===== src/rtl/rsa_pkg.sv =====
// rtl/rsa_pkg.sv - shared FSM encoding, reset values and latency helper for the RSA modexp engine
package rsa_pkg;

    localparam logic [2:0] S_IDLE = 3'd0;
    localparam logic [2:0] S_LOAD = 3'd1;
    localparam logic [2:0] S_MUL  = 3'd2;
    localparam logic [2:0] S_UPD  = 3'd3;
    localparam logic [2:0] S_DONE = 3'd4;

    localparam logic RST_DONE = 1'b0;
    localparam logic RST_BUSY = 1'b0;
    localparam logic RST_ERR  = 1'b0;

    // k = number of square-and-multiply rounds executed (WIDTH in constant-time builds)
    function automatic int modexp_latency(input int width, input int k);
        return 2 + k * (width + 1);
    endfunction

endpackage


===== src/rtl/rsa_modexp_if.sv =====
// rtl/rsa_modexp_if.sv - start/operand/result bundle between the bus wrapper and the modexp engine
interface rsa_modexp_if #(parameter int WIDTH = 32);

    logic             i_start;
    logic [WIDTH-1:0] i_base;
    logic [WIDTH-1:0] i_exp;
    logic [WIDTH-1:0] i_N;
    logic [WIDTH-1:0] o_result;
    logic             o_done;
    logic             o_busy;
    logic             o_err;

    modport master (
        output i_start, i_base, i_exp, i_N,
        input  o_result, o_done, o_busy, o_err
    );

    modport slave (
        input  i_start, i_base, i_exp, i_N,
        output o_result, o_done, o_busy, o_err
    );

endinterface


===== src/rtl/rsa_modmul.sv =====
// rtl/rsa_modmul.sv - bit-serial interleaved modular multiplier, one MSB-first step per cycle
module rsa_modmul #(
    parameter int WIDTH = 32
) (
    input  logic             i_clk,
    input  logic             i_rst,
    input  logic             i_load,
    input  logic [WIDTH-1:0] i_a,
    input  logic [WIDTH-1:0] i_b,
    input  logic [WIDTH-1:0] i_n,
    output logic [WIDTH-1:0] o_r
);

    logic [WIDTH:0]   r_acc;
    logic [WIDTH:0]   r_a;
    logic [WIDTH:0]   r_n;
    logic [WIDTH-1:0] r_mplr;

    logic [WIDTH:0] w_dbl;
    logic [WIDTH:0] w_red1;
    logic [WIDTH:0] w_add;
    logic [WIDTH:0] w_red2;

    // acc and a stay below N, so every intermediate is below 2N and fits WIDTH+1 bits
    assign w_dbl  = r_acc << 1;
    assign w_red1 = (w_dbl >= r_n) ? (w_dbl - r_n) : w_dbl;
    assign w_add  = w_red1 + r_a;
    assign w_red2 = (w_add >= r_n) ? (w_add - r_n) : w_add;
    assign o_r    = r_acc[WIDTH-1:0];

    always_ff @(posedge i_clk or posedge i_rst) begin
        if (i_rst) begin
            r_acc  <= '0;
            r_a    <= '0;
            r_n    <= '0;
            r_mplr <= '0;
        end else if (i_load) begin
            r_acc  <= '0;
            r_a    <= {1'b0, i_a};
            r_n    <= {1'b0, i_n};
            r_mplr <= i_b;
        end else begin
            r_acc  <= r_mplr[WIDTH-1] ? w_red2 : w_red1;
            r_mplr <= r_mplr << 1;
        end
    end

endmodule


===== src/rtl/rsa_modexp.sv =====
// rtl/rsa_modexp.sv - right-to-left square-and-multiply modexp engine; RSA_MODEXP_EARLY_EXIT_EN enables early exit
module rsa_modexp
    import rsa_pkg::*;
#(
    parameter int WIDTH = 32
) (
    input  logic         i_clk,
    input  logic         i_rst,
    rsa_modexp_if.slave  bus
);

    localparam int CW = $clog2(WIDTH + 1);
`ifdef RSA_MODEXP_EARLY_EXIT_EN
    localparam bit EARLY_EXIT = 1'b1;
`else
    localparam bit EARLY_EXIT = 1'b0;
`endif

    logic [2:0]       r_state;
    logic [WIDTH-1:0] r_base, r_exp, r_n;
    logic [WIDTH-1:0] r_rv, r_ev, r_result;
    logic [CW-1:0]    r_step, r_cnt;
    logic             r_err_f, r_err, r_done, r_busy;

    logic             w_load, w_bad;
    logic [WIDTH-1:0] w_ra, w_rb, w_r_init, w_r_next, w_e_next, w_mul_a, w_mul_b;

    assign w_bad    = (r_n == '0) || (r_base >= r_n);
    assign w_r_init = (r_n == WIDTH'(1)) ? '0 : WIDTH'(1);
    assign w_r_next = r_ev[0] ? w_ra : r_rv;
    assign w_e_next = r_ev >> 1;

    // multipliers are primed in LOAD/UPD with the operands of the round that follows
    assign w_load  = (r_state == S_LOAD) || (r_state == S_UPD);
    assign w_mul_a = (r_state == S_LOAD) ? w_r_init : w_r_next;
    assign w_mul_b = (r_state == S_LOAD) ? r_base   : w_rb;

    rsa_modmul #(.WIDTH(WIDTH)) u_mul_r (
        .i_clk (i_clk), .i_rst (i_rst), .i_load (w_load),
        .i_a (w_mul_a), .i_b (w_mul_b), .i_n (r_n), .o_r (w_ra)
    );

    rsa_modmul #(.WIDTH(WIDTH)) u_mul_b (
        .i_clk (i_clk), .i_rst (i_rst), .i_load (w_load),
        .i_a (w_mul_b), .i_b (w_mul_b), .i_n (r_n), .o_r (w_rb)
    );

    always_ff @(posedge i_clk or posedge i_rst) begin
        if (i_rst) begin
            r_state  <= S_IDLE;
            r_base   <= '0;
            r_exp    <= '0;
            r_n      <= '0;
            r_rv     <= '0;
            r_ev     <= '0;
            r_result <= '0;
            r_step   <= '0;
            r_cnt    <= '0;
            r_err_f  <= RST_ERR;
            r_err    <= RST_ERR;
            r_done   <= RST_DONE;
            r_busy   <= RST_BUSY;
        end else begin
            case (r_state)
                S_IDLE: begin
                    r_done <= 1'b0;
                    r_busy <= bus.i_start;
                    if (bus.i_start) begin
                        r_base  <= bus.i_base;
                        r_exp   <= bus.i_exp;
                        r_n     <= bus.i_N;
                        r_state <= S_LOAD;
                    end
                end
                S_LOAD: begin
                    r_step <= '0;
                    r_cnt  <= '0;
                    if (w_bad) begin
                        r_err_f <= 1'b1;
                        r_rv    <= '0;
                        r_state <= S_DONE;
                    end else begin
                        r_err_f <= 1'b0;
                        r_rv    <= w_r_init;
                        r_ev    <= r_exp;
                        r_state <= (EARLY_EXIT && (r_exp == '0)) ? S_DONE : S_MUL;
                    end
                end
                S_MUL: begin
                    r_step <= r_step + CW'(1);
                    if (r_step == CW'(WIDTH - 1))
                        r_state <= S_UPD;
                end
                S_UPD: begin
                    r_rv   <= w_r_next;
                    r_ev   <= w_e_next;
                    r_cnt  <= r_cnt + CW'(1);
                    r_step <= '0;
                    if ((r_cnt == CW'(WIDTH - 1)) || (EARLY_EXIT && (w_e_next == '0)))
                        r_state <= S_DONE;
                    else
                        r_state <= S_MUL;
                end
                S_DONE: begin
                    r_done   <= 1'b1;
                    r_result <= r_rv;
                    r_err    <= r_err_f;
                    r_state  <= S_IDLE;
                end
                default: r_state <= S_IDLE;
            endcase
        end
    end

    assign bus.o_result = r_result;
    assign bus.o_done   = r_done;
    assign bus.o_busy   = r_busy;
    assign bus.o_err    = r_err;

endmodule


===== src/flat_wrapper.sv =====
// flat-port wrapper written by rule: the top's interface ports become plain ports
module rsa_modexp_flat import rsa_pkg::*;
#(
    parameter int WIDTH = 32
)
  (i_clk, i_rst, bus_i_start, bus_i_base, bus_i_exp, bus_i_N, bus_o_result, bus_o_done, bus_o_busy, bus_o_err);
  rsa_modexp_if #(.WIDTH(WIDTH)) bus_i ();
  input  logic i_clk;
  input  logic i_rst;
  input wire logic [$bits(bus_i.i_start)-1:0] bus_i_start;
  input wire logic [$bits(bus_i.i_base)-1:0] bus_i_base;
  input wire logic [$bits(bus_i.i_exp)-1:0] bus_i_exp;
  input wire logic [$bits(bus_i.i_N)-1:0] bus_i_N;
  output wire logic [$bits(bus_i.o_result)-1:0] bus_o_result;
  output wire logic [$bits(bus_i.o_done)-1:0] bus_o_done;
  output wire logic [$bits(bus_i.o_busy)-1:0] bus_o_busy;
  output wire logic [$bits(bus_i.o_err)-1:0] bus_o_err;
  assign bus_i.i_start = bus_i_start;
  assign bus_i.i_base = bus_i_base;
  assign bus_i.i_exp = bus_i_exp;
  assign bus_i.i_N = bus_i_N;
  assign bus_o_result = bus_i.o_result;
  assign bus_o_done = bus_i.o_done;
  assign bus_o_busy = bus_i.o_busy;
  assign bus_o_err = bus_i.o_err;
  rsa_modexp #(.WIDTH(WIDTH)) u_core (.i_clk(i_clk), .i_rst(i_rst), .bus(bus_i));
endmodule

===== config.mk =====
export PLATFORM = sky130hd
export DESIGN_NAME = rsa_modexp_flat
export DESIGN_NICKNAME = d
export VERILOG_FILES = /design/src/rtl/rsa_pkg.sv /design/src/rtl/rsa_modexp_if.sv /design/src/rtl/rsa_modmul.sv /design/src/rtl/rsa_modexp.sv /design/src/flat_wrapper.sv
export SDC_FILE = /design/constraint.sdc
export NUM_CORES = 1
export LEC_CHECK = 0
export BUFFER_PORTS_ARGS = -buffer_cell sky130_fd_sc_hd__buf_2
export CAP_MARGIN = 20
export CELL_PAD_IN_SITES_DETAIL_PLACEMENT = 0
export CELL_PAD_IN_SITES_GLOBAL_PLACEMENT = 2
export CORE_MARGIN = 5
export CORE_UTILIZATION = 43
export CTS_CLUSTER_DIAMETER = 100
export DETAILED_ROUTE_END_ITERATION = 12
export MAX_ROUTING_LAYER = met4
export PLACE_DENSITY = 0.84
export SLEW_MARGIN = 0
export SYNTH_ARGS = -nofsm -noshare
export SYNTH_HDL_FRONTEND = slang
export SYNTH_SLANG_ARGS = --single-unit

===== constraint.sdc =====
create_clock -name i_clk -period 17.6 [get_ports i_clk]
set_input_delay 0.88 -clock i_clk [delete_from_list [all_inputs] [get_ports i_clk]]
set_output_delay 0.88 -clock i_clk [all_outputs]
set_load 0.005 [all_outputs]

==> run summary <==
worst r2r path cells -> 31
Max Transition Viols Final -> 0
Post-CTS Resized -> 0
Worst setup SP type -> flip-flop
Clock Tree Buf Depth -> 3
yosys synthesis warning count -> 0
Initial DRT Pass Iterations -> 6
area leader, netlist -> dfrtp_1
first-pass GRT wire length -> 142,800 um
Final Wtd Congestion -> 0.9527
Final Cycle Share -> 57.27%
HPWL Detailed -> 70,850 um
most used cell, CP -> ha_1
Reg clk slew, reported paths -> 60 ps
Synth Instances -> 3,036
post-synth net total -> 3,367
synth unique cells -> 93
DRT Wirelength -> 92,750 um
share of layout cells above drive strength 1 -> 12.94%
FILL cells -> 6,100
clk root buf -> clkbuf_16
core footprint -> 64,120 um2
Post-synth top cells -> dfrtp_1 (403), nand2_1 (341), o21ai_0 (308), a21oi_1 (264), ha_1 (226)
CTS sink cnt -> 403
register bit total from synthesis -> 403
Die ar. -> 69,560 um2
multi-input logic area -> 16,670 um2
Post-CTS Setup Bufs -> 0
total of max-cap violations -> 0
worst-path maximum fanout -> 38
Inserted Clock Buffers -> 50
CP endpoint kind -> flip-flop
die width -> 263.7 um
Worst Path Arrival -> 10,580 ps
vias in the first global route -> 23,540
Worst R2R Setup Slack -> 7520 ps
top_reg_cell synth -> dfrtp_1
DRT iter0 DRCs -> 1,512
Max Clk Rate -> 99.21 MHz
CTS tree -> done
Total GRT Usage -> 26.66%
Final ANT Viol Nets -> 0
RSZ-0062 raised after global routing -> false
Synth Cell Area -> 27,690 um2
run status -> finished, final reports clean
Critical Path RT -> 18,100 ps
hold crit path type -> in2async
most common cell in the netlist -> dfrtp_1
WP buf/inv -> 2
Async S/R FF share, synth -> 100.0%
Final Setup Violations -> 0
TNS Setup -> 0 ps
antenna violations before repair -> 4
CP max stage delay -> 690 ps
Die H -> 263.7 um
I/O Buffers -> 133
post-synth top area share -> 36.43%
std cell rows -> 93
worst-margin pin slew -> 1134 ps
register area -> 10,090 um2
Final Critical Period -> 10,080 ps
slew margin rel. -> 24.37%
DRC violations left -> 0
critical path class -> reg2reg
design area -> 30,920 um2
CP max stage cell -> nor4_1
Syn-to-layout area delta -> 11.70%
nets -> 3,443
clk_lat worst skew -> 620 ps
cells taking the most area after synthesis -> dfrtp_1 (36%), ha_1 (10%), o21ai_0 (5.6%)
vias per cell -> 5.849
post-synthesis sequential area ratio -> 36.43%
Post-synth EDFFs -> 0
largest net degree at the start of global routing -> 138
WL/cell -> 23.12 um
H-tree depth -> 2
placed cell area -> 29,110 um2
Syn Area/Cell -> 9.119 um2
R2R Path End -> u_core.u_mul_b.r_acc[0]
Final Skew -> 29.86 ps
vias -> 23,460
Fin. Hold Viols -> 0
Worst path top cell family by delay -> compound AO/OA/AOI/OAI gates
cts hold-fix bufs -> 0
# IOs -> 134
reg2reg start -> u_core.u_mul_r.r_n[12]
Overflow after GRT -> 0
initial core utilization -> 43.18%
cells by family after synthesis:
family / synth area share, %
simple gates: 12.90
flops: 36.43
compound gates: 22.69
buf+inv: 3.557
xor+xnor: 5.093
fa+ha+maj: 10.65
mux: 8.682
layout make-up:
cell class / count / area share, %
antenna: 2 / 0.01618
sequential: 403 / 32.62
multi-input combinational: 2391 / 53.89
timing repair buffer: 161 / 2.873
inverter: 105 / 1.299
clock buffer: 70 / 4.677
clock inverter: 24 / 1.157
tap: 855 / 3.459
state kept, by name (all words and copies together) (netlist names):
| register | flops |
|---|---|
| u_core.u_mul_r.r_acc | 32 |
| u_core.r_base | 32 |
| u_core.u_mul_b.r_a | 32 |
| u_core.r_step | 6 |
| u_core.bus.o_done | 1 |
| u_core.u_mul_b.r_acc | 32 |
| u_core.u_mul_r.r_n | 32 |
| u_core.u_mul_r.r_a | 32 |
| u_core.u_mul_b.r_mplr | 1 |
| u_core.u_mul_r.r_mplr | 31 |
| u_core.r_rv | 32 |
| u_core.bus.o_busy | 1 |
| u_core.r_n | 32 |
| u_core.r_ev | 32 |
| u_core.r_exp | 32 |
| u_core.r_cnt | 6 |
| u_core.r_err_f | 1 |
| u_core.bus.o_err | 1 |
| u_core.bus.o_result | 32 |
| u_core.r_state | 3 |
how the worst max path moves through the flow:
stage / start / end / slack [ps] / cells after the start
floorplan: i_rst / u_core.bus.o_busy / 5510 / 1
global placement: u_core.u_mul_r.r_n[12] / u_core.u_mul_b.r_acc[14] / 7780 / 32
detailed placement: u_core.u_mul_r.r_n[12] / u_core.u_mul_b.r_acc[23] / 7720 / 32
CTS: u_core.u_mul_r.r_n[12] / u_core.u_mul_b.r_acc[0] / 7660 / 31
global route: u_core.u_mul_r.r_n[12] / u_core.u_mul_b.r_acc[10] / 7100 / 31
finish: u_core.u_mul_r.r_n[12] / u_core.u_mul_b.r_acc[0] / 7520 / 31
per-layer routing:
| layer | up-vias | GRT usage, % | wire, um |
|---|---|---|---|
| met1 | 11460 | 35.97 | 42580 |
| met5 | - | - | 0 |
| met3 | 177 | 4.331 | 4790 |
| met2 | 645 | 41.05 | 41720 |
| li1 | 11180 | - | - |
| met4 | 0 | 9.399 | 3657 |
cells in the final DEF, fill, tap and decap left out, drive strengths merged, types with 12 or more instances in the layout:
| master | netlist | layout |
|---|---|---|
| a211o | 12 | 12 |
| a211oi | 31 | 31 |
| a21o | 79 | 79 |
| a21oi | 265 | 265 |
| a22o | 16 | 16 |
| a31oi | 21 | 21 |
| and2 | 20 | 20 |
| and3 | 22 | 22 |
| buf | 27 | 161 |
| clkbuf | 110 | 70 |
| clkinv | 1 | 14 |
| dfrtp | 403 | 403 |
| ha | 226 | 226 |
| inv | 104 | 106 |
| mux2 | 113 | 113 |
| mux2i | 113 | 113 |
| nand2 | 343 | 343 |
| nand2b | 29 | 29 |
| nand3 | 58 | 58 |
| nand4 | 31 | 31 |
| nor2 | 128 | 128 |
| nor2b | 36 | 36 |
| nor3 | 32 | 32 |
| nor4 | 17 | 17 |
| o211ai | 28 | 28 |
| o21a | 93 | 93 |
| o21ai | 339 | 339 |
| o21bai | 20 | 20 |
| o31ai | 13 | 13 |
| xnor2 | 100 | 100 |
| xor2 | 61 | 61 |
worst register-to-register path: cells and delay by family, from the launching register on:
kind            cells  cell delay (ps)
compound gates     15             3760
xor+xnor            1              260
fa+ha+maj           3             1070
buf+inv             2              920
flops               1              360
mux                 2              640
simple gates        8             2950
through the flow:
step | utilization, % | hold WS (ps) | worst slack, ps | cells
floorplan | - | 440.7 | 5511 | 3036
global placement | 45.41 | 446.7 | 7783 | 3915
detailed placement | 45.41 | 449.6 | 7722 | 3915
CTS | 48.22 | 322.6 | 7662 | 4009
global route | 48.23 | 352.4 | 7097 | 4011
finish | 48.23 | 324.1 | 7520 | 4011
Power is not shown: default switching activity piles up to over one toggle a cycle in this logic, so the estimate is an artifact.
